$ cat src/rtl/fft_seq_pkg.sv
`default_nettype none
// ============================================================================
// Module      : fft_seq_pkg
// Description : Shared types for the FFT frame sequencer.
// Revision    : 1.0 - initial release
// ============================================================================
package fft_seq_pkg;

    typedef enum logic [1:0] {
        IDLE   = 2'd0,
        ARM    = 2'd1,
        STREAM = 2'd2
    } seq_state_t;

    localparam int FRAME_CNT_W = 16;

endpackage
`default_nettype wire

$ cat src/rtl/fft_seq_skid.sv
`default_nettype none
// ============================================================================
// Module      : fft_seq_skid
// Description : Two-entry output buffer between FIFO read data and FFT sink.
// Revision    : 1.0 - initial release
// ============================================================================
module fft_seq_skid #(
    parameter int W = 16
) (
    input  logic         clk,
    input  logic         reset,
    input  logic         push,
    input  logic [W-1:0] push_data,
    input  logic         pop,
    output logic [1:0]   occ,
    output logic [W-1:0] head
);

    logic [W-1:0] r_mem [2];
    logic         r_wr_ptr;
    logic         r_rd_ptr;
    logic [1:0]   r_occ;

    always_ff @(posedge clk or negedge reset) begin
        if (!reset) begin
            r_mem[0] <= '0;
            r_mem[1] <= '0;
            r_wr_ptr <= 1'b0;
            r_rd_ptr <= 1'b0;
            r_occ    <= 2'd0;
        end else begin
            if (push) begin
                r_mem[r_wr_ptr] <= push_data;
                r_wr_ptr        <= ~r_wr_ptr;
            end
            if (pop) begin
                r_rd_ptr <= ~r_rd_ptr;
            end
            r_occ <= r_occ + {1'b0, push} - {1'b0, pop};
        end
    end

    assign occ  = r_occ;
    assign head = r_mem[r_rd_ptr];

endmodule
`default_nettype wire

$ cat src/rtl/fft_frame_sequencer.sv
`default_nettype none
// ============================================================================
// Module      : fft_frame_sequencer
// Description : Drains full NSamples frames from the sample FIFO into the FFT
//               sink with sop/eop framing and ready/valid backpressure.
// Revision    : 1.0 - initial release
// ============================================================================
module fft_frame_sequencer
    import fft_seq_pkg::*;
#(
    parameter int W        = 16,
    parameter int NSamples = 32,
    parameter int DEPTH    = 64
) (
    input  logic                        clk,
    input  logic                        reset,
    input  logic                        enable,
    input  logic [$clog2(DEPTH):0]      fifo_rdusedw,
    output logic                        fifo_rdreq,
    input  logic signed [W-1:0]         fifo_q,
    input  logic                        fft_sink_ready,
    output logic                        fft_sink_valid,
    output logic                        fft_sink_sop,
    output logic                        fft_sink_eop,
    output logic signed [W-1:0]         fft_sink_real,
    output logic signed [W-1:0]         fft_sink_imag,
    output logic                        busy,
    output logic [FRAME_CNT_W-1:0]      frame_count
);

    localparam int c_cnt_w  = $clog2(NSamples);
    localparam int c_used_w = $clog2(DEPTH) + 1;
    localparam logic [c_cnt_w:0]    c_issue_max = (c_cnt_w + 1)'(NSamples);
    localparam logic [c_cnt_w-1:0]  c_last_beat = c_cnt_w'(NSamples - 1);
    localparam logic [c_used_w-1:0] c_fill      = c_used_w'(NSamples);

    seq_state_t               r_state;
    seq_state_t               w_state_next;
    logic [c_cnt_w:0]         r_issue_cnt;
    logic [c_cnt_w-1:0]       r_out_cnt;
    logic                     r_inflight;
    logic [FRAME_CNT_W-1:0]   r_frame_count;

    logic [1:0]               w_occ;
    logic [W-1:0]             w_head;
    logic                     w_pop;
    logic                     w_eop_acc;
    logic [2:0]               w_level;

    fft_seq_skid #(
        .W (W)
    ) u_skid (
        .clk       (clk),
        .reset     (reset),
        .push      (r_inflight),
        .push_data (fifo_q),
        .pop       (w_pop),
        .occ       (w_occ),
        .head      (w_head)
    );

    assign fft_sink_valid = (w_occ != 2'd0);
    assign w_pop          = fft_sink_valid & fft_sink_ready;
    assign w_eop_acc      = w_pop && (r_out_cnt == c_last_beat);

    // Words buffered plus the one in flight, after this cycle's pop; a new
    // read is only allowed if it still fits in the two-entry buffer.
    assign w_level    = {1'b0, w_occ} + {2'b00, r_inflight} - {2'b00, w_pop};
    assign fifo_rdreq = (r_state == STREAM) && (r_issue_cnt < c_issue_max) &&
                        (fifo_rdusedw != '0) && (w_level < 3'd2);

    assign fft_sink_sop  = fft_sink_valid && (r_out_cnt == '0);
    assign fft_sink_eop  = fft_sink_valid && (r_out_cnt == c_last_beat);
    assign fft_sink_real = signed'(w_head);
    assign fft_sink_imag = '0;
    assign busy          = (r_state != IDLE);
    assign frame_count   = r_frame_count;

    always_comb begin
        w_state_next = r_state;
        case (r_state)
            IDLE: begin
                if (enable) begin
                    w_state_next = ARM;
                end
            end
            ARM: begin
                if (!enable) begin
                    w_state_next = IDLE;
                end else if (fifo_rdusedw >= c_fill) begin
                    w_state_next = STREAM;
                end
            end
            STREAM: begin
                // enable is only consulted once the whole frame has gone out
                if (w_eop_acc) begin
                    w_state_next = enable ? ARM : IDLE;
                end
            end
            default: w_state_next = IDLE;
        endcase
    end

    always_ff @(posedge clk or negedge reset) begin
        if (!reset) begin
            r_state <= IDLE;
        end else begin
            r_state <= w_state_next;
        end
    end

    always_ff @(posedge clk or negedge reset) begin
        if (!reset) begin
            r_issue_cnt   <= '0;
            r_out_cnt     <= '0;
            r_inflight    <= 1'b0;
            r_frame_count <= '0;
        end else begin
            r_inflight <= fifo_rdreq;
            if (w_eop_acc) begin
                r_issue_cnt   <= '0;
                r_out_cnt     <= '0;
                r_frame_count <= r_frame_count + 1'b1;
            end else begin
                if (fifo_rdreq) begin
                    r_issue_cnt <= r_issue_cnt + 1'b1;
                end
                if (w_pop) begin
                    r_out_cnt <= r_out_cnt + 1'b1;
                end
            end
        end
    end

endmodule
`default_nettype wire

$ cat config.mk
export PLATFORM = sky130hd
export DESIGN_NAME = fft_frame_sequencer
export DESIGN_NICKNAME = d
export VERILOG_FILES = /design/src/rtl/fft_seq_pkg.sv /design/src/rtl/fft_seq_skid.sv /design/src/rtl/fft_frame_sequencer.sv
export SDC_FILE = /design/constraint.sdc
export NUM_CORES = 1
export LEC_CHECK = 0
export ABC_CLOCK_PERIOD_IN_PS = 5700
export BUFFER_PORTS_ARGS = -buffer_cell sky130_fd_sc_hd__buf_2
export CORE_MARGIN = 2
export CORE_UTILIZATION = 45
export DETAILED_ROUTE_END_ITERATION = 6
export PLACE_DENSITY = 0.67
export SYNTH_ARGS = -nofsm -noshare
export SYNTH_HDL_FRONTEND = slang
export SYNTH_HIERARCHICAL = 1
export SYNTH_SLANG_ARGS = --single-unit
$ cat constraint.sdc
create_clock -name clk -period 5.7 [get_ports clk]
set_input_delay 0.57 -clock clk [delete_from_list [all_inputs] [get_ports clk]]
set_output_delay 0.57 -clock clk [all_outputs]
set_load 0.02 [all_outputs]
==> impl_metrics.csv <==
group,metric,value,unit
worst_setup_path,critPathRequiredTime,5.13,ns
cts,clk_pin_slew,0.07,ns
synthesis,ys_warn_count,6,
power,power.internal,1280,uW
synthesis,ys_types,40,
synthesis,synth.yosys.seq_area_share,0.507,
placement,io_buffers,63,
global_route,grt_pass1_wl,9240,um
synthesis,yosys-top-cells-area,"dfrtp_1 (51%), mux2_2 (14%), mux2_4 (4.6%)",
drt,postRouteAntennaNets,0,
cts,cts_tree,"done",
synthesis,syn_inst,262,
cts,cts-root-buf,"clkbuf_8",
drt,wl_per_cell,13.3,um
synthesis,ys_seq_elements,66,
synthesis,yosysTopAreaCellShare,0.507,
worst_setup_path,critPathLaunchType,"flip-flop",
worst_hold_path,hp-class,"in -> async",
cells_and_area,fin_util,0.532,
die,initial_utilization,0.457,
cts,cts_made_buffers,9,
sta,setup_viol,0,
worst_setup_path,end_kind,"output pin",
cells_and_area,syn_to_final_growth,16.5,%
power,leakagePower,0.00183,uW
worst_setup_path,worstSetupPathType,"reg -> out",
placement,place_congestion,0.785,
global_route,track_usage,0.153,
global_route,grt_overflow,0,
sta,fin_crit,3.87,ns
power,ir_drop,0.222,mV
worst_setup_path,cp.arrival,3.30,ns
cts,clk_latency,0.34,ns
cts,cts_hold_buf,0,
cts,cts_setup_buffers,0,
sta,max_freq,258,MHz
power,swShare,0.343,
die,fp.dieH,89.1,um
worst_setup_path,critical_path.max_fanout,12,
drt,vias_per_cell,4.94,
die,num_io_pins,80,
cts,cts_sinks,66,
placement,post_dp_cell_area,0.00358,mm^2
power,seqPwrFrac,0.410,
cells_and_area,stdcell_area,0.00380,mm^2
synthesis,synth_area,0.00326,mm^2
global_route,grt_pass1_vias,2027,
synthesis,async_flop_share,1.00,
sta,fin_crit_sh,0.679,
sta,drv_slew,0,
sta,fin_skew,0.00692,ns
die,num_rows,31,
cts,h-tree-depth,3,
power,powerDensity,513,mW/mm^2
synthesis,ys.flop_type,"dfrtp_1",
placement,dp_hpwl,3880,um
power,comb_power_share,0.370,
sta,fin_tns_setup,0,ns
synthesis,syn_avg_cell_area,12.4,um^2
die,die-area,0.00794,mm^2
drt,drtPass1Iterations,4,
synthesis,synth_most_common_cell,"dfrtp_1",
power,clockPowerShare,0.220,
synthesis,synth_top_area_cell,"dfrtp_1",
power,p_sw,668,uW
outcome,outcome,"complete, no violations",
die,dieWidth,89.1,um
sta,tightest_slew,1.12,ns
synthesis,synth_commonest_cells,"dfrtp_1 (66), mux2_2 (40), buf_4 (17)",
die,core,0.00714,mm^2
cells_and_area,diodes,0,
cells_and_area,drive_gt1_frac,0.401,
global_route,antenna_found_initial,0,
cells_and_area,nNetsFinal,365,
sta,hold_viol_final,0,
sta,rsz0062_at_grt,"no",
drt,drc,0,
global_route,grt_max_degree,67,
synthesis,synth_edf_count,0,
drt,num_vias,2140,
cts,ctsResizeCount,0,
drt,drt_iter0_markers,49,
run,maxCapViolCount,0,
cts,cts_buffer_depth,2,
drt,routed_wl,5780,um
sta,relSlewSlack,0.252,
==> worst max-delay path: stages (launching register included) <==
cell and delay [ns]:
dfrtp_1 0.47, o21ai_1 0.41, inv_1 0.16, ha_1 0.29, nand2b_1 0.15, fa_1 0.38, xor2_1 0.15, or4b_4 0.61
nor2_1 0.15, buf_2 0.19
==> through the flow <==
stage               setup WS (ns)  cells  hold WS, ns  total power [uW]
floorplan                    2.29    277        0.274              1350
finish                       1.83    433        0.414              1950
detailed placement           2.09    417        0.461              1530
CTS                          1.77    433        0.431              1980
global route                 1.55    433        0.462              2080
global placement             2.16    417        0.453              1510
==> sequential cells by signal, indices dropped and copies added (netlist names) <==
register	flops
r_out_cnt	5
r_state	2
r_issue_cnt	6
u_skid/r_mem	32
u_skid/r_wr_ptr	1
r_inflight	1
u_skid/occ	2
u_skid/r_rd_ptr	1
frame_count	16
==> per-layer routing <==
| metal | part of all wire | wire length [um] | up-vias | global-route usage |
|---|---|---|---|---|
| met5 | 0 | 0 | - | 0 |
| met4 | 0.011 | 61 | 0 | 0.0570 |
| met3 | 0.060 | 349 | 8 | 0.0406 |
| met2 | 0.46 | 2660 | 60 | 0.250 |
| met1 | 0.47 | 2710 | 1046 | 0.197 |
| li1 | - | - | 1026 | - |
==> power groups by stage <==
stage                     sequential (uW)  combinational [uW]  clock [uW]
after floorplan                       749                 599           0
after global placement                796                 712           0
after detailed placement              803                 729           0
final                                 798                 722         429
after CTS                             798                 733         444
after global routing                  825                 798         462
==> worst paths after layout <==
kind,from,end,slack [ns],depth (start not counted)
max in group asynchronous,reset,frame_count[5],4.75,2
worst max-delay path,u_skid/occ[1],fifo_rdreq,1.83,9
worst min-delay path,reset,u_skid/r_mem[17],0.41,2
worst min register to register,frame_count[15],frame_count[15],0.47,1
min in group clk,frame_count[15],frame_count[15],0.47,1
worst max register to register,u_skid/occ[1],r_issue_cnt[4],2.36,9
==> logic make-up (layout without fill, tap and decap cells) <==
kind of cell / count (synthesis) / count (layout) / synth area share
compound gates: 24 / 24 / 0.0445
fa+ha+maj: 9 / 9 / 0.0369
buf+inv: 33 / 90 / 0.0699
simple gates: 59 / 59 / 0.103
mux: 50 / 50 / 0.184
other cells: 1 / 16 / 0.00115
flops: 66 / 66 / 0.507
xor+xnor: 20 / 20 / 0.0538
==> layout by cell type (no fill, tap or decap), types with 2 or more instances in the layout <==
cell type,count
dfrtp_1,66
buf_4,2
or4_1,5
a21oi_1,6
o21a_1,2
conb_1,16
mux2_4,10
nand4_1,7
o211ai_1,2
o31ai_1,3
bufinv_16,2
clkbuf_8,10
and3_1,3
xnor2_1,12
o21ai_0,7
and4_1,2
mux2_2,40
nor4_1,2
xor2_1,8
clkinv_2,2
nand2_1,10
nand3_1,8
ha_1,8
inv_1,9
buf_2,63
nor2_1,9
nand2b_1,4
==> final cells by class <==
class / count / area, um^2
Clock buffer: 11 / 141
Clock inverter: 5 / 77.6
Fill cell: 658 / 3340
Inverter: 9 / 33.8
Multi-Input combinational cell: 178 / 1440
Sequential cell: 66 / 1650
Tap cell: 99 / 124
Timing Repair Buffer: 65 / 330
Note: power is estimated with default switching activity, not from simulation.
